<file path="src/rtl/mem_arbiter.sv">
// Memory arbiter: three single-entry request slots (I-read, D-read, D-write) are
// served one at a time against a fixed-latency memory, with priority D-write > D-read > I-read.
`ifndef WORD_SIZE
`define WORD_SIZE 32
`endif
`ifndef CACHE_LINE_SIZE
`define CACHE_LINE_SIZE 128
`endif

module mem_arbiter #(
  parameter int WORD_SIZE   = `WORD_SIZE,
  parameter int LINE_SIZE   = `CACHE_LINE_SIZE,
  parameter int MEM_LATENCY = 5
) (
  input  logic                 clk,
  input  logic                 rst,
  input  logic                 i_read,
  input  logic [WORD_SIZE-1:0] i_addr,
  output logic                 i_res,
  output logic [LINE_SIZE-1:0] i_res_data,
  output logic [WORD_SIZE-1:0] i_res_addr,
  input  logic                 d_read,
  input  logic [WORD_SIZE-1:0] d_addr,
  input  logic                 d_wenable,
  input  logic [LINE_SIZE-1:0] d_w_data,
  input  logic [WORD_SIZE-1:0] d_w_addr,
  output logic                 d_res,
  output logic [LINE_SIZE-1:0] d_res_data,
  output logic [WORD_SIZE-1:0] d_res_addr,
  output logic                 mem_en,
  output logic                 mem_we,
  output logic [WORD_SIZE-1:0] mem_addr,
  output logic [LINE_SIZE-1:0] mem_wdata,
  input  logic [LINE_SIZE-1:0] mem_rdata
);

  localparam int CW = $clog2(MEM_LATENCY + 1);

  typedef enum logic [1:0] {IDLE, BUSY, RESP} state_e;
  typedef enum logic [1:0] {SRV_I, SRV_DR, SRV_DW} srv_e;

  state_e                 state_q, state_d;
  srv_e                   srv_q, srv_d;
  logic [CW-1:0]          cnt_q, cnt_d;
  logic                   pi_v_q, pi_v_d, pdr_v_q, pdr_v_d, pdw_v_q, pdw_v_d;
  logic [WORD_SIZE-1:0]   pi_addr_q, pi_addr_d, pdr_addr_q, pdr_addr_d, pdw_addr_q, pdw_addr_d;
  logic [LINE_SIZE-1:0]   pdw_data_q, pdw_data_d;
  logic                   mem_en_q, mem_en_d, mem_we_q, mem_we_d;
  logic [WORD_SIZE-1:0]   mem_addr_q, mem_addr_d;
  logic [LINE_SIZE-1:0]   mem_wdata_q, mem_wdata_d;
  logic                   i_res_q, i_res_d, d_res_q, d_res_d;
  logic [LINE_SIZE-1:0]   i_res_data_q, i_res_data_d, d_res_data_q, d_res_data_d;
  logic [WORD_SIZE-1:0]   i_res_addr_q, i_res_addr_d, d_res_addr_q, d_res_addr_d;
  logic                   svc_i, svc_dr, svc_dw;

  always_comb begin
    state_d      = state_q;
    srv_d        = srv_q;
    cnt_d        = cnt_q;
    pi_v_d       = pi_v_q;
    pi_addr_d    = pi_addr_q;
    pdr_v_d      = pdr_v_q;
    pdr_addr_d   = pdr_addr_q;
    pdw_v_d      = pdw_v_q;
    pdw_addr_d   = pdw_addr_q;
    pdw_data_d   = pdw_data_q;
    mem_en_d     = 1'b0;
    mem_we_d     = 1'b0;
    mem_addr_d   = mem_addr_q;
    mem_wdata_d  = mem_wdata_q;
    i_res_d      = 1'b0;
    i_res_data_d = i_res_data_q;
    i_res_addr_d = i_res_addr_q;
    d_res_d      = 1'b0;
    d_res_data_d = d_res_data_q;
    d_res_addr_d = d_res_addr_q;

    svc_i  = (state_q == BUSY) && (srv_q == SRV_I);
    svc_dr = (state_q == BUSY) && (srv_q == SRV_DR);
    svc_dw = (state_q == BUSY) && (srv_q == SRV_DW);

    unique case (state_q)
      IDLE: begin
        if (pdw_v_q || pdr_v_q || pi_v_q) begin
          state_d  = BUSY;
          cnt_d    = CW'(MEM_LATENCY);
          mem_en_d = 1'b1;
          if (pdw_v_q) begin
            srv_d       = SRV_DW;
            pdw_v_d     = 1'b0;
            mem_we_d    = 1'b1;
            mem_addr_d  = pdw_addr_q;
            mem_wdata_d = pdw_data_q;
          end else if (pdr_v_q) begin
            srv_d       = SRV_DR;
            pdr_v_d     = 1'b0;
            mem_addr_d  = pdr_addr_q;
            mem_wdata_d = '0;
          end else begin
            srv_d       = SRV_I;
            pi_v_d      = 1'b0;
            mem_addr_d  = pi_addr_q;
            mem_wdata_d = '0;
          end
        end
      end
      BUSY: begin
        cnt_d = cnt_q - CW'(1);
        if (cnt_q == CW'(1)) begin
          state_d = RESP;
          if (srv_q == SRV_I) begin
            i_res_d      = 1'b1;
            i_res_data_d = mem_rdata;
            i_res_addr_d = mem_addr_q;
          end else if (srv_q == SRV_DR) begin
            d_res_d      = 1'b1;
            d_res_data_d = mem_rdata;
            d_res_addr_d = mem_addr_q;
          end
        end else begin
          mem_en_d = 1'b1;
          mem_we_d = mem_we_q;
        end
      end
      default: state_d = IDLE;
    endcase

    // A slot granted this cycle is still valid in _q, so its capture is blocked.
    if (i_read && !pi_v_q && !svc_i) begin
      pi_v_d    = 1'b1;
      pi_addr_d = i_addr;
    end
    if (d_read && !pdr_v_q && !svc_dr) begin
      pdr_v_d    = 1'b1;
      pdr_addr_d = d_addr;
    end
    if (d_wenable && !pdw_v_q && !svc_dw) begin
      pdw_v_d    = 1'b1;
      pdw_addr_d = d_w_addr;
      pdw_data_d = d_w_data;
    end
  end

  always_ff @(posedge clk or posedge rst) begin
    if (rst) begin
      state_q      <= IDLE;
      srv_q        <= SRV_I;
      cnt_q        <= '0;
      pi_v_q       <= 1'b0;
      pi_addr_q    <= '0;
      pdr_v_q      <= 1'b0;
      pdr_addr_q   <= '0;
      pdw_v_q      <= 1'b0;
      pdw_addr_q   <= '0;
      pdw_data_q   <= '0;
      mem_en_q     <= 1'b0;
      mem_we_q     <= 1'b0;
      mem_addr_q   <= '0;
      mem_wdata_q  <= '0;
      i_res_q      <= 1'b0;
      i_res_data_q <= '0;
      i_res_addr_q <= '0;
      d_res_q      <= 1'b0;
      d_res_data_q <= '0;
      d_res_addr_q <= '0;
    end else begin
      state_q      <= state_d;
      srv_q        <= srv_d;
      cnt_q        <= cnt_d;
      pi_v_q       <= pi_v_d;
      pi_addr_q    <= pi_addr_d;
      pdr_v_q      <= pdr_v_d;
      pdr_addr_q   <= pdr_addr_d;
      pdw_v_q      <= pdw_v_d;
      pdw_addr_q   <= pdw_addr_d;
      pdw_data_q   <= pdw_data_d;
      mem_en_q     <= mem_en_d;
      mem_we_q     <= mem_we_d;
      mem_addr_q   <= mem_addr_d;
      mem_wdata_q  <= mem_wdata_d;
      i_res_q      <= i_res_d;
      i_res_data_q <= i_res_data_d;
      i_res_addr_q <= i_res_addr_d;
      d_res_q      <= d_res_d;
      d_res_data_q <= d_res_data_d;
      d_res_addr_q <= d_res_addr_d;
    end
  end

  assign mem_en     = mem_en_q;
  assign mem_we     = mem_we_q;
  assign mem_addr   = mem_addr_q;
  assign mem_wdata  = mem_wdata_q;
  assign i_res      = i_res_q;
  assign i_res_data = i_res_data_q;
  assign i_res_addr = i_res_addr_q;
  assign d_res      = d_res_q;
  assign d_res_data = d_res_data_q;
  assign d_res_addr = d_res_addr_q;

endmodule

</file>
<file path="config.mk">
export PLATFORM = sky130hd
export DESIGN_NAME = mem_arbiter
export DESIGN_NICKNAME = d
export VERILOG_FILES = /design/src/rtl/mem_arbiter.sv
export SDC_FILE = /design/constraint.sdc
export NUM_CORES = 1
export LEC_CHECK = 0
export BUFFER_PORTS_ARGS = -buffer_cell sky130_fd_sc_hd__buf_4
export CORE_AREA = 5 5 325 327
export DETAILED_ROUTE_END_ITERATION = 8
export DIE_AREA = 0 0 330 332
export SETUP_SLACK_MARGIN = 0.15
export SLEW_MARGIN = 10
export SYNTH_ARGS = -nofsm -noshare
export SYNTH_HDL_FRONTEND = slang
export SYNTH_SLANG_ARGS = --single-unit
</file>
<file path="constraint.sdc">
create_clock -name clk -period 30 [get_ports clk]
set_clock_uncertainty 0.05 [all_clocks]
set_input_delay 7.5 -clock clk [delete_from_list [all_inputs] [get_ports clk]]
set_output_delay 7.5 -clock clk [all_outputs]
set_load 0.005 [all_outputs]
</file>
=== Word-level counts from Yosys, hierarchy flattened ===
Cells that the tools add are included.

* Reduce and logical (&&, ||, !) cells: 34
* Equal/unequal tests: 9
* Add/sub/neg operators: 1
* Multiplexer cells: 36
* Bitwise gates (word level): 1

{| class="wikitable"
|+ Operators by type and width
! kind !! count
|-
| $mux 128 || 1
|-
| $mux 32 || 2
|-
| $mux 1 || 25
|-
| $reduce_bool 2->1 || 7
|-
| $logic_and 1x1->1 || 9
|-
| $ne 2x1->1 const B || 4
|-
| $reduce_and 2->1 || 4
|-
| $reduce_and 4->1 || 2
|-
| $logic_not 1->1 || 6
|-
| $mux 2 || 3
|-
| $pmux 3 s2 || 1
|-
| $reduce_and 3->1 || 2
|-
| $eq 2x1->1 const B || 2
|-
| $logic_not 2->1 || 2
|-
| $pmux 1 s2 || 2
|-
| $pmux 2 s2 || 1
|-
| $eq 3x1->1 const B || 1
|-
| $mux 3 || 1
|-
| $sub 3x1->3 const B || 1
|-
| $eq 2x2->1 const B || 1
|-
| $logic_or 1x1->1 || 2
|-
| $ne 2x2->1 const B || 1
|-
| $not 1->1 || 1
|}

* Output and inout port bits: 484
* Bits in registers: 718

=== Depth between registers and ports, before layout ===
Gate-level depths: netlist of run 1.

* Word-level depth: 6
* Mapped depth: 7
* Mapped depth without buffers: 6

=== Worst setup path before layout of run 1 ===
Ideal clock, no wire load.

* Kind: input -> register
* Start point: in d_wenable
* End point: reg pdw_data_q[10]
* Required time: 29822 ps
* Stages: 5
* Path buffers: 2
* Arrival: 8611 ps
* Setup slack: 21211 ps
* Path through: inv_1 > a311oi_2 > buf_4 > buf_4 > mux2_1

* Cells in the longest elaborated chain, start to end: 2

{| class="wikitable"
|+ Ends and longest elaborated chain
! what !! RTL line !! text
|-
| from (decl) || 24 || <nowiki>input logic d_wenable,</nowiki>
|-
| $logic_and 1x1->1 (2 in a row) || 137 || <nowiki>if (d_wenable && !pdw_v_q && !svc_dw) begin</nowiki>
|-
| to (signal assigned) || 176 || <nowiki>pdw_data_q <= pdw_data_d;</nowiki>
|-
| to (decl) || 47 || <nowiki>logic [LINE_SIZE-1:0] pdw_data_q, pdw_data_d;</nowiki>
|}

Every way passes these cells.
A chain may end at the register's enable or synchronous reset.

==> flow_summary.ini, run 1 <==
[synth]
synthDominantAreaCellType = dfrtp_1
seq_area_frac_synth = 0.664
yosys_warnings = 0
ys.flop_type = dfrtp_1
synth_enable_flop_cells = 0
synthesis.area_per_instance_um2 = 16.2
synth_top_cells_by_area = dfrtp_1 (66%), mux2_2 (20%), a22o_1 (4.1%)
synth_top_area_share = 0.664
top_post_synthesis_cells_by_count = dfrtp_1 (718), mux2_2 (487), a22o_1 (128), mux2_1 (89), o21ai_0 (67)
synthArstFlopShare = 1.00
postSynthCellCount = 1672
yosys_register_bits = 718
library_cells_used_by_synthesis = 29
mappedNetlistArea_mm2 = 0.0270
most_common_cell_in_the_synthesized_netlist = dfrtp_1
synthesis.nets = 2031

[pwr]
total_power_uw = 4060
cellLeakagePower_uw = 0.0176
max-vdd-ir-drop_v = 0.0000510
power_density_cells_mw_per_mm2 = 108

[floorplanning]
design.die.area_mm2 = 0.110
chipWidth_um = 330
std_cell_rows = 118
placeableCoreArea_mm2 = 0.103
floorplan.initialDensity = 0.264
boundaryPins = 841
fp.dieH_um = 332

[placement]
buffer_ports.inserted = 840
pre_cts_slack_ns = 18.14
dp_cells = 3813
hpwl_mm = 62.7
gp_congestion = 0.803

[sta]
period_utilization_post_route = 0.366
final.min_clock_period_ns = 10.99
setup_viol = 0
tns_ns = 0
setup_slack_ns = 19.01
rsz0062_at_grt = false
timing.max_slew.rel_slack = 0.346
max_clock_freq_mhz = 91.0
final-max-slew-violation-count = 0
number_of_failing_hold_endpoints_at_the_final_stage = 0
slew_at_the_pin_closest_to_its_max_slew_limit_ns = 0.981

[layout]
area_delta_synth_final_pct = 38.8
drive_above_1_share = 0.578
post_layout_nonfiller_instances = 3965
finish.net_count = 2875
fillCellCount = 10000

[clock_network]
cts_resized = 0
tritoncts_buffers = 81
post_cts_clock_slew_at_the_launch_and_capture_registers_of_the_worst_setup_and_hold_paths_ns = 0.06
clock_tree.htree_level_count = 3
cts_tree = built
cts-hold-fix-buffers = 0
clk-insertion-delay-late_ns = 0.64
cts_root_buf = clkbuf_16
clkSinkCount = 718
cts_setup_buffers = 0
worst_case_clock_buffer_depth = 3

[flow_run]
maxCapViolCount = 0

[worst_setup_path]
timing.critical_path.to_type = asynchronous set/reset pin
timing.reg2reg.setup_slack_ns = 26.00
timing.setup.critical_path_class = input port to asynchronous set/reset pin
r2r.worst_path.cells = 7
crit_path_dat_ns = 11.55
critPathRequiredTime_ns = 30.56
worst_setup_path_start_kind = input port
crit_fanout = 95

[global_routing]
gr-usage-all-layers = 0.153
grt_start_max_net_pins = 146
grt_pass1_vias = 18800
grt_pass1_wl_mm = 127
overflow = 0
number_of_antenna_violations_at_the_first_check_in_global_routing = 22

[route]
detail_route.wl_per_cell_um = 21.9
via_per_inst = 4.41
drtAntennaViolNets = 0
detailedRoute.firstPassIterationCount = 4
met2_length_mm = 43.3
dr.max_layer_used = met5
route.detailed.drc = 0
detailroute.via_count = 17500
drt_iter0_markers = 828
met1_length_mm = 33.3
drt-total-wl_mm = 86.7
met3_length_mm = 7.95

[outcome]
run_status = finished, final reports clean

[min_path]
worstHoldPathCells = 1
hold_path_class = flip-flop to flip-flop
==> layout by cell type (no fill, tap or decap), drive strengths merged, types with 2 or more instances in the layout <==
master    n
o21ai    67
nand2b    7
diode    14
a22o    128
ha        2
nand2     3
clkbuf  117
mux2    576
inv      13
buf     866
bufinv    5
a21o      3
nor2      3
mux2i    32
clkinv   11
a21oi     5
nand3b    2
nor2b     3
dfrtp   718
==> worst paths after layout <==
| check | start | to |
|---|---|---|
| min in group asynchronous | rst | pdw_data_q[51] |
| max reg2reg | pdw_v_q | mem_wdata[0] |
| max in group clk | d_wenable | pdw_data_q[64] |
| max | rst | mem_addr[20] |
| min | pdw_data_q[10] | mem_wdata[10] |
| min reg2reg | pdw_data_q[10] | mem_wdata[10] |
==> power breakdown <==
part           internal [uW]  leakage [uW]  switching, uW
logic                    824       0.00757            533
registers               1430       0.00870            279
clock network            588       0.00131            405
==> sequential cells by signal, indices dropped and copies added, names as in the netlist <==
signal / count
i_res_data: 128
pdw_v_q: 1
i_res: 1
pdw_addr_q: 32
mem_addr: 32
d_res: 1
i_res_addr: 32
pdw_data_q: 128
d_res_data: 128
cnt_q: 3
srv_q: 2
pdr_addr_q: 32
mem_wdata: 128
mem_we: 1
pdr_v_q: 1
mem_en: 1
state_q: 2
pi_v_q: 1
d_res_addr: 32
pi_addr_q: 32
==> cells by family after synthesis <==
logic type	Yosys count	share of synthesized area
DFF	718	0.664
buffers and inverters	114	0.0209
muxes	608	0.252
adders and majority gates	2	0.000925
AOI/OAI and AO/OA	209	0.0576
and+or+nand+nor	21	0.00458
==> critical path, cell delays in order <==
cell and delay (ns):
buf_4 0.14, inv_8 0.41, buf_4 0.82, buf_4 0.85
buf_4 0.73, buf_4 0.87
==> per-layer routing <==
metal / up-vias / track usage
li1: 7735 / -
met4: 4 / 0.0591
met5: - / 0
met3: 124 / 0.0574
met2: 580 / 0.257
met1: 9033 / 0.177
==> final cells by class <==
cell class                 instances  area, um^2  area share
sequential                       718       18000       0.479
multi-input combinational        840        8580       0.229
timing repair buffer             866        6510       0.173
clock buffer                     117        2340      0.0624
tap                             1380        1730      0.0460
clock inverter                    21         333     0.00886
inverter                           9        41.3     0.00110
antenna                           14        35.0    0.000933
==> stage by stage <==
step	area (um^2)	hold WS (ns)	util
2_1_floorplan	27000	0.406	-
3_3_place_gp	34800	0.417	0.339
3_5_place_dp	34800	0.423	0.339
4_1_cts	37500	0.414	0.366
5_1_grt	37500	0.442	0.366
6_report	37500	0.426	0.366
(Power assumes the default switching activity.)
==> run 2: changes to the inputs <==
--- a/config.mk
+++ b/config.mk
@@ -6,9 +6,9 @@
 export NUM_CORES = 1
 export LEC_CHECK = 0
 export BUFFER_PORTS_ARGS = -buffer_cell sky130_fd_sc_hd__buf_4
-export CORE_AREA = 5 5 325 327
+export CORE_AREA = 5 5 323 325
 export DETAILED_ROUTE_END_ITERATION = 8
-export DIE_AREA = 0 0 330 332
+export DIE_AREA = 0 0 328 330
 export SETUP_SLACK_MARGIN = 0.15
 export SLEW_MARGIN = 10
 export SYNTH_ARGS = -nofsm -noshare
==> constraint.sdc (replaced) <==
create_clock -name clk -period 9.19 [get_ports clk]
set_clock_uncertainty 0.05 [all_clocks]
set_input_delay 2.2975 -clock clk [delete_from_list [all_inputs] [get_ports clk]]
set_output_delay 2.2975 -clock clk [all_outputs]
set_load 0.005 [all_outputs]
==> run 2 against run 1 <==
Final area shrank 0.12%. Clock-buffer cell count rose by 8. Hold slack lost 0.014 ns. Via count shrank 1.1%. Largest power group unchanged. Non-clock buffer count decreased by 2. Die area decreased by 1.2%. Combinational power grew to 3.3 times the previous value. Highest routed layer unchanged. Critical path depth stayed put. Register-to-register slack lost 20 ns. Routed wire length shrank 3.3%. Critical endpoint is now pdw_data_q[43]. Critical path type is now input port to flip-flop.
==> flow_summary.ini, run 2 (synthesized netlist as in run 1, its figures left out) <==
[outcome]
run_status = finished, final reports clean

[clock_network]
worst_case_clock_buffer_depth = 3
cts_setup_buffers = 0
cts-hold-fix-buffers = 0
cts_tree = built
clkSinkCount = 718
clk-insertion-delay-late_ns = 0.63
tritoncts_buffers = 82
cts_resized = 0
cts_root_buf = clkbuf_16
clock_tree.htree_level_count = 3
post_cts_clock_slew_at_the_launch_and_capture_registers_of_the_worst_setup_and_hold_paths_ns = 0.06

[layout]
drive_above_1_share = 0.576
finish.net_count = 2874
final_core_area_utilization = 0.371
final_common_cell = buf_4
post_layout_nonfiller_instances = 3956
finish.instance_area_mm2 = 0.0375
area_delta_synth_final_pct = 38.6
layout.cells.most_common_list = buf_4 (859), dfrtp_1 (716), mux2_2 (487)

[route]
detailroute.via_count = 17300
drtAntennaViolNets = 0
route.detailed.drc = 0
via_per_inst = 4.37
detailedRoute.firstPassIterationCount = 4
detail_route.wl_per_cell_um = 21.2
drt-total-wl_mm = 83.8
drt_iter0_markers = 711

[placement]
hpwl_mm = 60.1
dpl_cell_area_mm2 = 0.0348
dp_cells = 3799
gp_congestion = 0.763
buffer_ports.inserted = 840

[pwr]
cellLeakagePower_uw = 0.0175
max-vdd-ir-drop_v = 0.000165
power_density_cells_mw_per_mm2 = 351

[sta]
final-max-slew-violation-count = 0
slew_at_the_pin_closest_to_its_max_slew_limit_ns = 1.10
number_of_failing_hold_endpoints_at_the_final_stage = 0
rsz0062_at_grt = false
timing.max_slew.rel_slack = 0.265
max_clock_freq_mhz = 252
period_utilization_post_route = 0.432
setup_viol = 0
final.min_clock_period_ns = 3.97

[worst_setup_path]
critical-path-top-cell-by-count = buf_4
critical-path-top-delay-family = buffers and inverters
critical-path-slowest-cell = buf_12
timing.setup.critical_path_class = input port to flip-flop
worstPathCellList = buf_4 > inv_1 > a311oi_4 > buf_4 > buf_12 > mux2_1
worst_setup_path_start_kind = input port
timing.critical_path.to_type = flip-flop
critical-path-max-stage-delay_ns = 0.50
critPathRequiredTime_ns = 9.66
crit_path_dat_ns = 4.44
critical_path.n_buffers_inverters = 4
crit_fanout = 128
timing.reg2reg.setup_slack_ns = 5.78

[global_routing]
overflow = 0
grt.met1_usage = 0.174
grt.busiest_layer = met2
gr_met3_demand_resource = 0.0516
groute.layer.met2.usage = 0.254
gr-usage-all-layers = 0.149
number_of_antenna_violations_at_the_first_check_in_global_routing = 17
grt_pass1_vias = 18700
grt_pass1_wl_mm = 123
grt_start_max_net_pins = 162

[floorplanning]
fp.dieH_um = 330
boundaryPins = 841
placeableCoreArea_mm2 = 0.101
floorplan.initialDensity = 0.267
std_cell_rows = 117
chipWidth_um = 328
design.die.area_mm2 = 0.108

[flow_run]
maxCapViolCount = 0

[min_path]
hold_path_class = flip-flop to flip-flop
-- run 2: worst paths after layout --
kind                                  end            from  cells after the start
min                         mem_wdata[35]  pdw_data_q[35]                      1
min in group asynchronous   d_res_data[9]             rst                      2
max in group asynchronous  pdw_data_q[35]             rst                      4
max reg2reg                 mem_wdata[23]         pdr_v_q                      6
min reg2reg                 mem_wdata[35]  pdw_data_q[35]                      1
max                        pdw_data_q[43]       d_wenable                      6
-- run 2: cell type report --
cell class | count | area [um^2]
timing repair buffer | 864 | 6550
clock inverter | 19 | 221
sequential | 718 | 18000
multi-input combinational | 840 | 8580
tap | 1368 | 1710
fill | 9770 | 63700
antenna | 13 | 32.5
clock buffer | 125 | 2390
inverter | 9 | 37.5
-- run 2: power breakdown --
group / switching, uW / internal (uW)
registers: 887 / 4670
clock network: 1340 / 1840
logic: 1720 / 2690
total: 3950 / 9200
-- run 2: metal layers --
layer / vias up / share of wire
met5: - / 0.00041
met4: 6 / 0.028
met3: 130 / 0.084
met1: 8834 / 0.38
li1: 7737 / -
met2: 571 / 0.51
-- run 2: stage by stage --
step	total power, uW	setup TNS, ns	setup slack (ns)	hold slack [ns]
floorplan	7640	-2147.72	-2.99	0.406
global placement	10000	0	4.61	0.418
detailed placement	10100	0	4.61	0.420
CTS	13400	0	5.33	0.417
global route	14000	0	5.17	0.436
finish	13100	0	5.22	0.412
